`src/rtl/stack_call_ctrl.sv`:
```
// stack_call_ctrl: call/return controller for an attached LIFO of return
// addresses.
//
// Ports:
//   clock, reset        single clock, asynchronous active-high reset
//   call, ret           level-held requests, released after call_ack/ret_ack
//   pc_next             return address saved on call
//   clr_err             clears overflow/underflow and reloads hwm with depth_cnt
//   lifo_q              registered LIFO read data
//   lifo_empty/full     registered LIFO status
//   lifo_data           LIFO write data
//   lifo_push/pop       one-cycle LIFO strobes
//   call_ack, ret_ack   one-cycle accept pulses
//   ret_valid, ret_addr popped return address and its qualifier
//   busy                FSM not in IDLE
//   overflow/underflow  sticky error flags
//   depth_cnt, hwm      mirrored occupancy and its high-water mark
module stack_call_ctrl #(
  parameter int DEPTH = 16,
  parameter int CNT_W = 5
) (
  input  logic             clock,
  input  logic             reset,
  input  logic             call,
  input  logic             ret,
  input  logic [15:0]      pc_next,
  input  logic             clr_err,
  input  logic [15:0]      lifo_q,
  input  logic             lifo_empty,
  input  logic             lifo_full,
  output logic [15:0]      lifo_data,
  output logic             lifo_push,
  output logic             lifo_pop,
  output logic             call_ack,
  output logic             ret_ack,
  output logic             ret_valid,
  output logic [15:0]      ret_addr,
  output logic             busy,
  output logic             overflow,
  output logic             underflow,
  output logic [CNT_W-1:0] depth_cnt,
  output logic [CNT_W-1:0] hwm
);

  localparam logic [2:0] IDLE = 3'd0;
  localparam logic [2:0] PUSH = 3'd1;
  localparam logic [2:0] POP  = 3'd2;
  localparam logic [2:0] WAIT = 3'd3;
  localparam logic [2:0] DONE = 3'd4;

  localparam logic [CNT_W-1:0] DEPTH_C = CNT_W'(DEPTH);

  logic [2:0]  state;
  logic [2:0]  state_next;
  logic [15:0] ret_hold;
  logic        quiet;
  logic        take_call;
  logic        take_ret;

  always_comb begin
    // A request is not taken while an ack is still visible (the requester
    // has not yet released it) or while a push/pop strobe is out, because
    // the registered LIFO flags do not yet reflect that operation.
    quiet      = !(call_ack | ret_ack | lifo_push | lifo_pop);
    take_call  = (state == IDLE) && quiet && call;
    take_ret   = (state == IDLE) && quiet && ret && !call;
    state_next = state;
    case (state)
      IDLE: begin
        if (take_call && !lifo_full) state_next = PUSH;
        else if (take_ret)           state_next = lifo_empty ? DONE : POP;
      end
      PUSH:    state_next = IDLE;
      POP:     state_next = WAIT;
      WAIT:    state_next = DONE;
      DONE:    state_next = IDLE;
      default: state_next = IDLE;
    endcase
  end

  always_ff @(posedge clock or posedge reset) begin
    if (reset) begin
      state     <= IDLE;
      busy      <= 1'b0;
      call_ack  <= 1'b0;
      ret_ack   <= 1'b0;
      lifo_push <= 1'b0;
      lifo_pop  <= 1'b0;
      lifo_data <= '0;
      ret_hold  <= '0;
      ret_valid <= 1'b0;
      ret_addr  <= '0;
      overflow  <= 1'b0;
      underflow <= 1'b0;
      depth_cnt <= '0;
      hwm       <= '0;
    end else begin
      state     <= state_next;
      busy      <= (state_next != IDLE);
      call_ack  <= take_call;
      ret_ack   <= take_ret;
      lifo_push <= (state == PUSH);
      // Pop strobe covers the POP cycle so lifo_q is valid during WAIT.
      lifo_pop  <= take_ret && !lifo_empty;
      if (take_call && !lifo_full) lifo_data <= pc_next;
      if (take_ret && lifo_empty)  ret_hold <= '0;
      if (state == WAIT)           ret_hold <= lifo_q;
      ret_valid <= (state == DONE);
      if (state == DONE)           ret_addr <= ret_hold;
      // A new error wins over a simultaneous clear.
      overflow  <= (take_call && lifo_full) || (overflow && !clr_err);
      underflow <= (take_ret && lifo_empty) || (underflow && !clr_err);
      if (lifo_push && depth_cnt != DEPTH_C)
        depth_cnt <= depth_cnt + CNT_W'(1);
      else if (lifo_pop && depth_cnt != '0)
        depth_cnt <= depth_cnt - CNT_W'(1);
      if (clr_err)              hwm <= depth_cnt;
      else if (depth_cnt > hwm) hwm <= depth_cnt;
    end
  end

endmodule

```
`config.mk`:
```
export PLATFORM = sky130hd
export DESIGN_NAME = stack_call_ctrl
export DESIGN_NICKNAME = d
export VERILOG_FILES = /design/src/rtl/stack_call_ctrl.sv
export SDC_FILE = /design/constraint.sdc
export NUM_CORES = 1
export LEC_CHECK = 0
export CAP_MARGIN = 5
export CORE_MARGIN = 1
export CORE_UTILIZATION = 40
export DETAILED_ROUTE_END_ITERATION = 8
export PLACE_DENSITY = 0.7
export SKIP_CTS_REPAIR_TIMING = 1
export SYNTH_ARGS = -nofsm -noshare
export SYNTH_HDL_FRONTEND = slang
export SYNTH_SLANG_ARGS = --single-unit
```
`constraint.sdc`:
```
create_clock -name clock -period 3.6 [get_ports clock]
set_clock_uncertainty 0.2 [all_clocks]
set_input_delay 0.72 -clock clock [delete_from_list [all_inputs] [get_ports clock]]
set_output_delay 0.72 -clock clock [all_outputs]
set_load 0.01 [all_outputs]
```
== Word level (Yosys, flattened, before mapping) ==
Index checks and enable logic that the tools add are counted.

* Register bits after elaboration: 69
* Bits in latches: 0
* Bits in writable memories: 0
* ROM bits: 0
* Input port bits: 39
* Output and inout bits: 50
* Word-level logic and storage cells: 60
* Memories: 0

* $add $sub $neg: 2
* $mul: 0
* Div/mod/pow operators: 0
* Order comparisons: 1
* Equality and inequality tests: 5
* Shifts and indexed selects: 0
* Muxes and demuxes: 10
* Bitwise logic cells: 3
* Reductions and logical operators: 25

{| class="wikitable"
|+ Operators by type and width
! operator !! count
|-
| two-way mux 16 bit || 2
|-
| two-way mux 5 bit || 4
|-
| logical AND 1 bit || 12
|-
| two-way mux 3 bit || 3
|-
| one-hot mux 3 bit (3 select lines) || 1
|-
| equality test 3 x 2 -> 1 bit (second input constant) || 2
|-
| nonzero test 2 bit || 3
|-
| adder 5 x 1 -> 5 bit (second input constant) || 1
|-
| greater-than comparator 5 bit || 1
|-
| logical NOT 1 bit || 5
|-
| inequality test 5 bit (second input constant) || 1
|-
| nonzero test 5 bit || 1
|-
| subtractor 5 x 1 -> 5 bit (second input constant) || 1
|-
| equality test 3 x 1 -> 1 bit (second input constant) || 1
|-
| equality test 3 bit (second input constant) || 1
|-
| logical NOT 3 bit || 1
|-
| OR 1 bit || 3
|-
| nonzero test 3 bit || 1
|-
| logical OR 1 bit || 2
|}

== Longest topological paths before layout ==
* Depth after elaboration: 11
* Mapped depth: 8
* Gate-level depth less buffers: 8

== Least setup slack after synthesis ==
Ideal clock, no wire load.

* Path kind: flip-flop to flip-flop
* From: reg depth_cnt[1]
* To: reg depth_cnt[4]
* Setup time: 0.136 ns
* Arrival time: 2.413 ns
* Required time: 3.264 ns
* Path slack: 0.851 ns
* Stages on the path, launching flop included: 9
* Buffers on the path: 0
* Period minus slack after synthesis: 2.749 ns
* Cells stage by stage: dfrtp_1 > or4_1 > or2_2 > nand2_1 > ha_1 > a21o_1 > a21oi_1 > mux2i_1 > a211oi_1

* Longest elaborated chain between the ends: 3
* Elaborated cells between the ends (all ways): 9
* Those cells by class: add/sub: 2; eq/ne: 1; mux: 2; reduce/logical: 4

{| class="wikitable"
|+ RTL lines
! item !! RTL line !! text
|-
| start, declared || 41 || <nowiki>output logic [CNT_W-1:0] depth_cnt,</nowiki>
|-
| start signal, assigned || 114 || <nowiki>depth_cnt <= depth_cnt + CNT_W'(1);</nowiki>
|-
| start signal, assigned || 116 || <nowiki>depth_cnt <= depth_cnt - CNT_W'(1);</nowiki>
|-
| subtractor 5 x 1 -> 5 bit, or another cell as far along || 116 ||
|-
| two-way mux 5 bit, or another cell as far along || 115 || <nowiki>else if (lifo_pop && depth_cnt != '0)</nowiki>
|-
| two-way mux 5 bit or nonzero test 2 bit (tied branches) || - ||
|}

Parallel ways exist; a longest one is shown, timed or not. The select of a mux whose other input is x is not followed.
A chain may end at the register's enable or synchronous reset.

== Worst setup path after layout ==
Same ends and word-level chain as after synthesis.

==> impl_metrics.csv <==
group,metric,value,unit
synthesis,syn_area_per_cell,14.6,um2
cts,cts_sinks,69,
place,dp.cells,377,
sta,post-route-period-util,80.8,%
floorplanning,die_h,86.3,um
floorplanning,die-area,7440,um2
routing,wl,5900,um
synthesis,syn_inst,195,
power_and_ir_drop,vdd_drop_max,471,uV
critical_path,critPathKind,"reg2reg",
power_and_ir_drop,power_density,863,nW/um2
power_and_ir_drop,p_int,0.00241,W
routing,drt-met1-wl,2700,um
cts,clk_pin_slew_worst_paths,0.07,ns
place,placement.io_buffers,88,
critical_path,path_depth,8,
flow_run,maxCapViolCount,0,
sta,finalHoldViolCount,0,
routing,initialDrtViolationCount,54,
sta,report.final.slew_viol_count,0,
layout,drive_above_1_share,21.5,%
layout,layout_commonest_cell,"clkdlybuf4s50_1",
worst_hold_path,hp-class,"reg2reg",
floorplanning,row_count,30,
global_routing,grtUsageTotal,16.8,%
critical_path,crit_buf_inv,0,
synthesis,yosysTopAreaCell,"dfrtp_1",
synthesis,synthTopCellsByArea,"dfrtp_1, mux2_2, a22o_1",
power_and_ir_drop,p_clk_share,18.6,%
power_and_ir_drop,power_frac_comb,43.8,%
critical_path,cp-start-kind,"register",
layout,final_cell_mix,"clkdlybuf4s50_1, dfrtp_1, mux2_2, a22o_1, clkbuf_8",
sta,fmax,344,MHz
synthesis,syn-num-nets,243,
critical_path,path_cells,"or4_1, or2_2, nand2_1, ha_1, a21o_1, a21oi_1, mux2i_1, a211oi_1",
power_and_ir_drop,power.switching,0.00110,W
cts,root_buffer,"clkbuf_8",
sta,final.setup.tns,0,ns
critical_path,crit_family,"simple AND/OR/NAND/NOR gates",
synthesis,synth_area,2840,um2
layout,nNetsFinal,340,
sta,min_period,2.91,ns
global_routing,overflow,0,
sta,tightest_slew,0.916,ns
layout,n_antenna_cell,0,
outcome,status,"completed",
floorplanning,io_pins,89,
critical_path,cp_data_arrival_time,2.92,ns
floorplanning,initial_core_util,41.6,%
synthesis,synth_top_area_share,60.8,%
sta,rsz0062_at_grt,"false",
layout,syn_to_final_growth,43.1,%
synthesis,yosysSeqAreaShare,60.8,%
power_and_ir_drop,p_seq_share,37.6,%
routing,final_antenna_net_count,0,
floorplanning,core,6830,um2
place,gp_congestion,0.795,
routing,drc_errors,0,
routing,wl_met2,2740,um
routing,routedWlPerCell,15.0,um
place,dp_hpwl,4170,um
place,dpl_worst_slack,0.632,ns
floorplanning,die_w,86.3,um
critical_path,crit_slowest_cell,"or4_1",
critical_path,cp.required,3.61,ns
critical_path,slowest_delay,0.61,ns
cts,htreeDepth,3,
cts,tritoncts,"done",
sta,fin_ws,0.689,ns
routing,drt_first_pass_iters,4,
global_routing,antenna_found_initial,0,
critical_path,r2r_cells,8,
cts,worst_skew_pair.late_latency,0.33,ns
global_routing,grt_pass1_vias,2060,
routing,viasPerCell,4.83,
power_and_ir_drop,switching_share,31.3,%
routing,topRoutingLayerUsed,"met4",
worst_hold_path,min_path_cells,1,
sta,hold_ws,0.297,ns
synthesis,synth-seq-cells,69,
sta,finalSetupViolations,0,
critical_path,setup.worst_path.end_class,"register",
global_routing,grt_pass1_wl,9730,um
critical_path,worstPathMaxFanout,7,
power_and_ir_drop,power_leakage,1.87,nW
synthesis,yosys_warnings,0,
routing,wl_met3,421,um
layout,utilization,59.5,%
global_routing,grt_max_degree,36,
cts,numCtsBuffers,9,
routing,dr_total_vias,1900,
critical_path,r2r_slack,0.69,ns
synthesis,synth_cell_types,36,
cts,clockBufferDepth,2,
layout,stdcell_count,393,
sta,timing.slew.headroom,38.9,%
[worst reg2reg max path: stages, from the launching register on]
cell,delay (ns)
dfrtp_1,0.46
or4_1,0.61
or2_2,0.32
nand2_1,0.15
ha_1,0.29
a21o_1,0.19
a21oi_1,0.27
mux2i_1,0.23
a211oi_1,0.08
[metrics by stage]
step	instance area [um2]	power (W)
2_1_floorplan	2840	0.00217
3_3_place_gp	3850	0.00284
3_5_place_dp	3850	0.00288
4_1_cts	4070	0.00355
5_1_grt	4070	0.00374
6_report	4070	0.00351
[routing by layer]
| metal | track usage [%] | vias up |
|---|---|---|
| met4 | 2.73 | 0 |
| met1 | 21.4 | 949 |
| li1 | - | 895 |
| met5 | 0 | - |
| met2 | 26.7 | 51 |
| met3 | 8.19 | 5 |
[sequential cells by signal (all words and copies together) (netlist names)]
signal / count
underflow: 1
call_ack: 1
state: 3
ret_valid: 1
lifo_push: 1
depth_cnt: 5
lifo_pop: 1
lifo_data: 16
overflow: 1
ret_addr: 16
ret_hold: 16
ret_ack: 1
hwm: 5
busy: 1
[logic make-up after synthesis]
kind of cell               count (synthesis)  share of synthesized area, %
adders and majority gates                  9                          4.23
AOI/OAI and AO/OA                         35                          9.60
muxes                                     41                          17.2
DFF                                       69                          60.8
buffers and inverters                     19                          3.13
xor gates and xnor gates                   3                         0.925
and+or+nand+nor                           19                          4.10
[path summary, 6_finish.rpt]
check	from	end
worst max-delay path	depth_cnt[1]	depth_cnt[4]
worst min-delay path	ret_hold[14]	ret_hold[14]
worst max register to register	depth_cnt[1]	depth_cnt[4]
worst min register to register	ret_hold[14]	ret_hold[14]
max in group asynchronous	reset	lifo_data[13]
min in group asynchronous	reset	ret_addr[1]
[power groups by stage]
stage / Clock [W] / Combinational (W) / Sequential (W)
global route: 0.000704 / 0.00167 / 0.00136
CTS: 0.000671 / 0.00156 / 0.00132
floorplan: 0 / 0.000779 / 0.00139
detailed placement: 0 / 0.00155 / 0.00133
global placement: 0 / 0.00151 / 0.00133
finish: 0.000654 / 0.00154 / 0.00132
[final cells by class]
type / count / area (um2)
fillers: 574 / 2770
multi-input cells: 107 / 1030
well taps: 96 / 120
inverters: 13 / 48.8
clock inverters: 3 / 42.5
flip-flops and latches: 69 / 1730
clock buffers: 13 / 169
repair buffers: 92 / 923
[synth_stat cells, drive strengths merged]
library cell  number
nor2b              1
nand2              2
dfrtp             69
a22o              18
or4                2
mux2i              2
xnor2              2
o21a               1
nand3b             1
nor3b              3
and3               1
nor3               1
nand2b             1
a211oi             3
clkbuf             2
ha                 8
xor2               1
a21oi              4
fa                 1
o21ai              2
mux2              39
o21ba              1
or3                3
o32ai              2
nor2               1
nand3              1
or2                2
a31oi              1
inv               13
a21o               2
o22ai              1
buf                4
(Power assumes the default switching activity.)
